[config.mk]
export PLATFORM = sky130hd
export DESIGN_NAME = exibe_sequencia_flat
export DESIGN_NICKNAME = d
export VERILOG_FILES = /design/src/rtl/exibe_sequencia_pkg.sv /design/src/rtl/exibe_sequencia_if.sv /design/src/rtl/exibe_sequencia_temporizador.sv /design/src/rtl/exibe_sequencia.sv /design/src/flat_wrapper.sv
export SDC_FILE = /design/constraint.sdc
export NUM_CORES = 1
export LEC_CHECK = 0
export BUFFER_PORTS_ARGS = -buffer_cell sky130_fd_sc_hd__buf_2
export CAP_MARGIN = 40
export CELL_PAD_IN_SITES_DETAIL_PLACEMENT = 0
export CELL_PAD_IN_SITES_GLOBAL_PLACEMENT = 2
export CORE_ASPECT_RATIO = 1.25
export CORE_MARGIN = 4
export CORE_UTILIZATION = 35
export CTS_BUF_LIST = sky130_fd_sc_hd__clkbuf_4 sky130_fd_sc_hd__clkbuf_8
export DETAILED_ROUTE_END_ITERATION = 10
export GPL_ROUTABILITY_DRIVEN = 0
export PLACE_DENSITY_LB_ADDON = 0.1
export SLEW_MARGIN = 30
export SYNTH_ARGS = -nofsm -noshare
export SYNTH_HDL_FRONTEND = slang
export SYNTH_SLANG_ARGS = --single-unit
[constraint.sdc]
create_clock -name clock -period 2.6 [get_ports clock]
set_clock_uncertainty 0.2 [all_clocks]
set_input_delay 0.26 -clock clock [delete_from_list [all_inputs] [get_ports clock]]
set_output_delay 0.26 -clock clock [all_outputs]
set_load 0.02 [all_outputs]
[src/rtl/exibe_sequencia_pkg.sv]
// Shared definitions for the sequence playback engine: state codes seen by
// game control and the debug 7-segment decoder, plus the timer sizing helper.
package exibe_sequencia_pkg;

   typedef enum logic [3:0] {
      INICIAL = 4'd0,
      CARREGA = 4'd1,
      LE      = 4'd2,
      ACENDE  = 4'd3,
      APAGA   = 4'd4,
      PROXIMO = 4'd5,
      FIM     = 4'd6
   } estado_t;

   // Timer width wide enough to hold the larger of T_ON-1 and T_OFF-1,
   // never narrower than one bit.
   function automatic int largura_timer(input int t_on, input int t_off);
      int maior;
      maior = (t_on > t_off) ? t_on : t_off;
      return (maior < 2) ? 1 : $clog2(maior);
   endfunction

endpackage

[src/rtl/exibe_sequencia_if.sv]
// Sequence interface: start handshake and limit from game control, ROM
// address/data, LED outputs and debug state. The playback engine uses the
// slave view; game control / ROM side uses the master view.
interface exibe_sequencia_if;

   logic       iniciar;
   logic [3:0] limite;
   logic [3:0] dado;
   logic [3:0] endereco;
   logic [3:0] leds;
   logic       ocupado;
   logic       pronto;
   logic [3:0] db_estado;

   modport slave (
      input  iniciar, limite, dado,
      output endereco, leds, ocupado, pronto, db_estado
   );

   modport master (
      output iniciar, limite, dado,
      input  endereco, leds, ocupado, pronto, db_estado
   );

endinterface

[src/rtl/exibe_sequencia_temporizador.sv]
// Loadable down-counter used to time the lit and dark phases of each entry.
// Expiry is a count of zero; the count stops there until reloaded.
module temporizador #(
   parameter int LARGURA = 2
) (
   input  logic               clock,
   input  logic               reset,
   input  logic               carrega,
   input  logic               conta,
   input  logic [LARGURA-1:0] valor,
   output logic               fim
);

   logic [LARGURA-1:0] contagem;

   // Load has priority over counting; reset clears the count.
   always_ff @(posedge clock) begin
      if (reset) begin
         contagem <= '0;
      end else if (carrega) begin
         contagem <= valor;
      end else if (conta && (contagem != '0)) begin
         contagem <= contagem - LARGURA'(1);
      end
   end

   assign fim = (contagem == '0);

endmodule

[src/rtl/exibe_sequencia.sv]
// Playback engine for the memory game: walks the sequence ROM from address 0
// up to the sampled limit, lighting each entry for T_ON cycles followed by a
// T_OFF-cycle dark gap, then pulses pronto for game control.
module exibe_sequencia
   import exibe_sequencia_pkg::*;
#(
   parameter int T_ON  = 500,
   parameter int T_OFF = 250
) (
   input  logic                clock,
   input  logic                reset,
   exibe_sequencia_if.slave    bus
);

   localparam int LT = largura_timer(T_ON, T_OFF);
   localparam logic [LT-1:0] CARGA_ON  = LT'(T_ON - 1);
   localparam logic [LT-1:0] CARGA_OFF = LT'(T_OFF - 1);

   estado_t          estado;
   estado_t          proximo_estado;
   logic [3:0]       endereco_r;
   logic [3:0]       lim_r;
   logic [3:0]       leds_r;
   logic             carrega_t;
   logic             conta_t;
   logic [LT-1:0]    valor_t;
   logic             fim_t;

   temporizador #(.LARGURA(LT)) u_temporizador (
      .clock   (clock),
      .reset   (reset),
      .carrega (carrega_t),
      .conta   (conta_t),
      .valor   (valor_t),
      .fim     (fim_t)
   );

   // State register.
   always_ff @(posedge clock) begin
      if (reset) begin
         estado <= INICIAL;
      end else begin
         estado <= proximo_estado;
      end
   end

   // Next-state and timer control: CARREGA gives the ROM its latency cycle,
   // LE captures the data and arms the lit phase.
   always_comb begin
      proximo_estado = estado;
      carrega_t      = 1'b0;
      conta_t        = 1'b0;
      valor_t        = CARGA_ON;
      case (estado)
         INICIAL: begin
            if (bus.iniciar) begin
               proximo_estado = CARREGA;
            end
         end
         CARREGA: begin
            proximo_estado = LE;
         end
         LE: begin
            carrega_t      = 1'b1;
            valor_t        = CARGA_ON;
            proximo_estado = ACENDE;
         end
         ACENDE: begin
            if (fim_t) begin
               carrega_t      = 1'b1;
               valor_t        = CARGA_OFF;
               proximo_estado = APAGA;
            end else begin
               conta_t = 1'b1;
            end
         end
         APAGA: begin
            if (fim_t) begin
               proximo_estado = PROXIMO;
            end else begin
               conta_t = 1'b1;
            end
         end
         PROXIMO: begin
            if (endereco_r == lim_r) begin
               proximo_estado = FIM;
            end else begin
               proximo_estado = CARREGA;
            end
         end
         FIM: begin
            proximo_estado = INICIAL;
         end
         default: begin
            proximo_estado = INICIAL;
         end
      endcase
   end

   // Address counter, sampled limit and displayed entry; the address is left
   // at its last value after a run so the datapath can still see it.
   always_ff @(posedge clock) begin
      if (reset) begin
         endereco_r <= 4'd0;
         lim_r      <= 4'd0;
         leds_r     <= 4'd0;
      end else begin
         case (estado)
            INICIAL: begin
               if (bus.iniciar) begin
                  lim_r      <= bus.limite;
                  endereco_r <= 4'd0;
               end
            end
            LE: begin
               leds_r <= bus.dado;
            end
            PROXIMO: begin
               if (endereco_r != lim_r) begin
                  endereco_r <= endereco_r + 4'd1;
               end
            end
            default: begin
            end
         endcase
      end
   end

   assign bus.endereco  = endereco_r;
   assign bus.leds      = (estado == ACENDE) ? leds_r : 4'd0;
   assign bus.ocupado   = (estado != INICIAL);
   assign bus.pronto    = (estado == FIM);
   assign bus.db_estado = estado;

endmodule
[src/flat_wrapper.sv]
// flat-port wrapper written by rule: the top's interface ports become plain ports
module exibe_sequencia_flat import exibe_sequencia_pkg::*;
#(
   parameter int T_ON  = 500,
   parameter int T_OFF = 250
)
  (clock, reset, bus_iniciar, bus_limite, bus_dado, bus_endereco, bus_leds, bus_ocupado, bus_pronto, bus_db_estado);
  exibe_sequencia_if bus_i ();
  input  logic clock;
  input  logic reset;
  input wire logic [$bits(bus_i.iniciar)-1:0] bus_iniciar;
  input wire logic [$bits(bus_i.limite)-1:0] bus_limite;
  input wire logic [$bits(bus_i.dado)-1:0] bus_dado;
  output wire logic [$bits(bus_i.endereco)-1:0] bus_endereco;
  output wire logic [$bits(bus_i.leds)-1:0] bus_leds;
  output wire logic [$bits(bus_i.ocupado)-1:0] bus_ocupado;
  output wire logic [$bits(bus_i.pronto)-1:0] bus_pronto;
  output wire logic [$bits(bus_i.db_estado)-1:0] bus_db_estado;
  assign bus_i.iniciar = bus_iniciar;
  assign bus_i.limite = bus_limite;
  assign bus_i.dado = bus_dado;
  assign bus_endereco = bus_i.endereco;
  assign bus_leds = bus_i.leds;
  assign bus_ocupado = bus_i.ocupado;
  assign bus_pronto = bus_i.pronto;
  assign bus_db_estado = bus_i.db_estado;
  exibe_sequencia #(.T_ON(T_ON), .T_OFF(T_OFF)) u_core (.clock(clock), .reset(reset), .bus(bus_i));
endmodule
==> Word-level counts from Yosys, hierarchy flattened <==
Cells that the tools add are included.
{ "word_totals": {"regBits": 25, "inputBits": 11, "output_inout_bits": 14, "word_cells": 47} }
{ "op_classes": {"add_sub_neg": 2, "eq_ne": 12, "muxes": 17, "n_reduce_logical": 11} }
{ "op_table": {"columns": ["operator", "count"], "rows": [
  ["$mux W9", 4],
  ["$mux W4", 6],
  ["$pmux W4 S6", 1],
  ["$eq A4 B3 Y1 const B", 3],
  ["$logic_not A9 Y1", 1],
  ["$reduce_bool A9 Y1", 1],
  ["$sub A9 B1 Y9 const B", 1],
  ["$eq A4 B2 Y1 const B", 2],
  ["$pmux W4 S2", 1],
  ["$ne A2 B1 Y1 const B", 3],
  ["$reduce_and A3 Y1", 2],
  ["$add A4 B1 Y4 const B", 1],
  ["$eq A4 B1 Y1 const B", 1],
  ["$eq A4 B4 Y1", 1],
  ["$logic_not A4 Y1", 1],
  ["$ne A4 B4 Y1", 1],
  ["$reduce_bool A2 Y1", 2],
  ["$reduce_bool A4 Y1", 1],
  ["$mux W1", 3],
  ["$mux W3", 1],
  ["$ne A2 B2 Y1 const B", 1],
  ["$pmux W1 S2", 1],
  ["$reduce_and A2 Y1", 1],
  ["$reduce_or A2 Y1", 1],
  ["$logic_and A1 B1 Y1", 1]
]} }

==> Depth between registers and ports, before layout <==
{ "depth": {"word_depth": 6, "mapped_depth": 6, "ltp_nobuf": 6} }

==> By module <==
Synthesis repeated with hierarchy kept, for this count alone.
{ "hier_totals": {"hier_cells": 160, "hier_area_um2": 1410.1} }
{ "modules_own_cells": {"columns": ["module", "instances", "cells_each", "area_per_inst_um2", "seq_area_each_um2"], "rows": [
  ["exibe_sequencia", 1, 90, 805.8, 300.3],
  ["temporizador", 1, 70, 604.3, 180.2]
]} }

==> Worst setup path before layout <==
Ideal clock, no wire load.
{ "synth_path": {"path_kind": "flip-flop to flip-flop", "start": "register u_core.estado[2] (netlist: u_core.bus.db_estado[2])", "end": "register u_core.u_temporizador.contagem[7]", "setup_time_ps": 74, "t_arrival_ps": 1655, "t_required_ps": 2326, "setup_slack_ps": 671, "stages_incl_launch_ff": 6, "path_buffers": 1, "synth_period_minus_slack_ps": 1929, "path_cell_list": "dfxtp_1 buf_6 nor3b_4 o2bb2ai_2 or4_1 a31oi_1"} }
{ "synth_between": {"elab_chain_len": 5, "elab_cells_between_ends": 10} }
{ "synth_lines": {"columns": ["item", "line_no", "text"], "rows": [
  ["start: declaration", "exibe_sequencia.sv:19", "estado_t estado;"],
  ["start signal: assignment", "exibe_sequencia.sv:43", "estado <= proximo_estado;"],
  ["$eq A4 B3 Y1 or $eq A4 B2 Y1 (tied branches)", "exibe_sequencia.sv:54", "case (estado)"],
  ["$reduce_or A2 Y1 (no source line)", null, null],
  ["$mux W1", null, null],
  ["$logic_and A1 B1 Y1", "exibe_sequencia_temporizador.sv:22", "end else if (conta && (contagem != '0)) begin"],
  ["$reduce_bool A2 Y1 (no source line)", null, null],
  ["end signal: assignment", "exibe_sequencia_temporizador.sv:21", "contagem <= valor;"],
  ["end signal: assignment", "exibe_sequencia_temporizador.sv:23", "contagem <= contagem - LARGURA'(1);"],
  ["end: declaration", "exibe_sequencia_temporizador.sv:14", "logic [LARGURA-1:0] contagem;"]
]} }
Several ways; a longest one is shown, not always the timed one.
A chain may end at the register's enable or synchronous reset.

==> Worst setup path in the final report <==
{ "layout_path": {"start": "register u_core.estado[0] (netlist: u_core.bus.db_estado[0])", "end": "output bus_leds[2]"} }
{ "layout_between": {"elab_chain_len": 2} }
{ "layout_lines": {"columns": ["item", "line_no", "text"], "rows": [
  ["$eq A4 B2 Y1", "exibe_sequencia.sv:130", "assign bus.leds = (estado == ACENDE) ? leds_r : 4'd0;"],
  ["$mux W4", "exibe_sequencia.sv:130", null],
  ["end: declaration", "flat_wrapper.sv:15", "output wire logic [$bits(bus_i.leds)-1:0] bus_leds;"]
]} }
Every way passes these cells.

==> reports/results.env <==
POST_DP_HPWL_UM=2260
P_LEAK_uW=0.000669
GRT_ANTENNA_BEFORE_REPAIR=0
SETUP_TOTAL_NEGATIVE_SLACK_NS=0
FP.DIEAREA_UM2=4990
POST_CTS_HOLD_BUFFER_COUNT=0
GRT_START_MAX_NET_PINS=24
SETUP_SLACK_NS=0.414
WORST_EP_REQUIRED_TIME_NS=2.14
FINAL.MIN_CLOCK_PERIOD_NS=2.19
LAYOUT.AREA.SEQ_UM2=480
YS_TYPES=54
CRITICAL_PATH_BUFFER_AND_INVERTER_COUNT=1
USE_MET1=0.162
REMAINING_DRC_ERRORS=0
ROOT_BUFFER='clkbuf_8'
POST_DP_CELL_AREA_UM2=1520
MULTI_INPUT_AREA_UM2=815
GROUTE.LAYER.MET2.USAGE=0.228
POSTSYNTHAREAPERCELL_UM2=9.40
CTS_BUFFERS=3
HOLD-PATH-CELL-COUNT=3
DRV_SLEW=0
DESIGN.CORE.AREA_UM2=3780
DETAILEDROUTE.FIRSTITERATIONVIOLATIONS=51
DRIVE_GT1_FRAC=0.228
PATH_CLASS='reg -> out'
CTS.SINKS=24
SETUP_REPAIR_AFTER_GLOBAL_ROUTING_MISSED_ITS_MARGIN='no'
CRITICAL-PATH-TOP-DELAY-FAMILY='simple AND/OR/NAND/NOR gates'
START_KIND='register'
POSTSYNTHCELLCOUNT=146
GRT_UTIL_ALL_LAYERS=0.133
SYNTH.TOP_CELL.AREA_SHARE=0.350
HOLD_PATH_CLASS='in -> reg'
CHIPHEIGHT_UM=78.0
PRECTSSETUPSLACK_NS=0.457
TIMING.FINAL.CRIT_SHARE=0.841
M3_GR_USAGE=0.0215
YOSYS_REGISTER_BITS=24
FIRST_GLOBAL_VIAS=1124
TIMING.CRITICAL_PATH.CELLS='and3b_1 -> and2_1 -> buf_2'
SYNTH_TOP_CELL_BY_AREA='dfxtp_1'
POWER_DENSITY_nW_PER_UM2=1070
CRITPATHMAXSTAGEDELAY_NS=0.63
FINAL_CELL_COUNT_NO_FILL=221
SYNTH_WARNINGS=0
DIE_W_UM=64.0
START_UTIL=0.363
WORST_SLEW_MARGIN_REL=0.627
CTS.REPAIR_TIMING.SETUP_BUFFER_COUNT=0
DRT-TOTAL-WL_UM=3040
PORTBUFFERS=23
N_ANTENNA_CELL=0
AREA_DELTA_SYNTH_FINAL_PCT=14.4
RR_ENDPOINT='u_core.u_temporizador.contagem[7]'
RRSETUPSLACK_NS=0.44
TIMING.FINAL.HOLD_VIOLATIONS=0
HOLD_PATH.STARTPOINT='bus_limite[3]'
CLOCK_TREE.BUFFER_DEPTH=2
LAYOUT.NETS=181
GR-MAX-USAGE-LAYER='met2'
STDCELL_AREA_UM2=1570
WORST_EP_ARRIVAL_TIME_NS=1.73
ROUTEDWLPERCELL_UM=13.8
RUN_STATUS='finished clean'
POSTROUTEANTENNANETS=0
YS_SEQ_AREA_FRAC=0.350
YOSYS.CELL_COUNT.TOP_TYPE='dfxtp_1'
GRT_REMAINING_OVERFLOW=0
FF2FF_PATH_DEPTH=4
YOSYS_MOST_USED_DFF='dfxtp_1'
HOLD_PATH_END='u_core.lim_r[3]'
FLOORPLAN.ROWS=25
WORST_SKEW_LATE_LATENCY_NS=0.26
YOSYS-TOP-CELLS-COUNT='dfxtp_1 (24), nor2_1 (14), mux2i_1 (9)'
MAXCLOCKFREQUENCY_MHz=457
CLK_PIN_SLEW_NS=0.09
DP_CELLS=217
CTS.HTREE.LEVELS=1
END_KIND='output port'
POST_CTS_RESIZED=0
ROUTED-VIA-COUNT=1125
LAYOUT.FILLER_CELLS=388
TIMING_WORST_SLEW_PIN_VALUE_NS=0.555
POSTLAYOUTCOREUTIL=0.415
SLOWEST_STAGE='dfxtp_1'
ASYNC_FLOP_SHARE=0
MAX_CAP_VIOL_COUNT=0
TRITONCTS='done'
IR_WORST_VDD_mV=0.500
POST_DRT_VIA_CELL_RATIO=5.09
DR.PASS1.ITERS=4
SYNTH-EDFF-COUNT=0
POSTSYNTHNETCOUNT=159
POST_SYNTH_INSTANCE_AREA_UM2=1370
WORSTPATHMAXFANOUT=13
SYNTH_AREA_LEADERS='dfxtp_1 (35%), mux2i_1 (6.6%), nor2_1 (3.8%), a21oi_1 (2.6%), xor2_1 (2.6%)'
REPORT.FINAL.SETUP_VIOL=0
WORSTREG2REGSTART='u_core.bus.db_estado[0]'
GRT_FIRST_PASS_WIRELENGTH_UM=5310
BOUNDARYPINS=25
## area by class of cell
class	instances	area share
Inverter	8	0.0191
Sequential cell	24	0.306
Timing Repair Buffer	24	0.0781
Tap cell	54	0.0430
Clock buffer	4	0.0351
Multi-Input combinational cell	107	0.519
## metrics by stage
stage	hold WS [ns]	total power [uW]
3_3_place_gp	0.264	1430
2_1_floorplan	0.207	1270
3_5_place_dp	0.285	1440
5_1_grt	0.0272	1810
6_report	0.0231	1680
4_1_cts	0.0137	1700
## cells by family (layout without fill, tap and decap cells)
logic type | count (synthesis) | after routing | share of synthesized area
AND/OR/NAND/NOR | 52 | 52 | 0.249
AO/OA/AOI/OAI | 37 | 37 | 0.220
flip-flops | 24 | 24 | 0.350
buffers and inverters | 15 | 36 | 0.0565
multiplexers | 9 | 9 | 0.0656
XOR/XNOR | 6 | 6 | 0.0383
adder cells (fa/ha/maj) | 2 | 2 | 0.0182
other | 1 | 1 | 0.00273
## per-layer routing
metal  wire length [um]  share of wire
met2               1560           0.51
met3                 81          0.027
met5                  0              0
met1               1370           0.45
met4                 25         0.0082
## flip-flops by register name, summed over array words and instances (netlist names)
signal	cells
u_core.bus.endereco	4
u_core.lim_r	4
u_core.leds_r	4
u_core.u_temporizador.contagem	9
u_core.bus.db_estado	3
## worst max-delay path by stage
stage,start,cells after the start,slack (ns),end
2_1_floorplan,u_core.bus.db_estado[2],5,0.67,u_core.u_temporizador.contagem[7]
3_3_place_gp,u_core.bus.db_estado[0],4,0.50,u_core.u_temporizador.contagem[7]
3_5_place_dp,u_core.bus.db_estado[0],4,0.46,u_core.u_temporizador.contagem[7]
4_1_cts,u_core.bus.db_estado[0],3,0.38,bus_leds[2]
5_1_grt,u_core.bus.db_estado[0],3,0.27,bus_leds[3]
6_report,u_core.bus.db_estado[0],3,0.41,bus_leds[2]
## power breakdown
group,total [uW],switching (uW),internal (uW)
clock network,255,120,135
logic,792,437,356
registers,631,163,468
## tightest hold or removal path, delay by kind of cell
family,cells,cell delay [ns]
multiplexers,1,0.05
AND/OR/NAND/NOR,1,0.07
buffers and inverters,1,0.07
## placed cells by master, fill, tap and decap left out, drive strengths merged, types with 5 or more instances in the layout
cell and n:
inv 8, dfxtp 24, nor2 15, nand2 5
o21ai 5, a21oi 7, buf 24, mux2i 9
No activity file was read; power rests on OpenSTA's default activity.
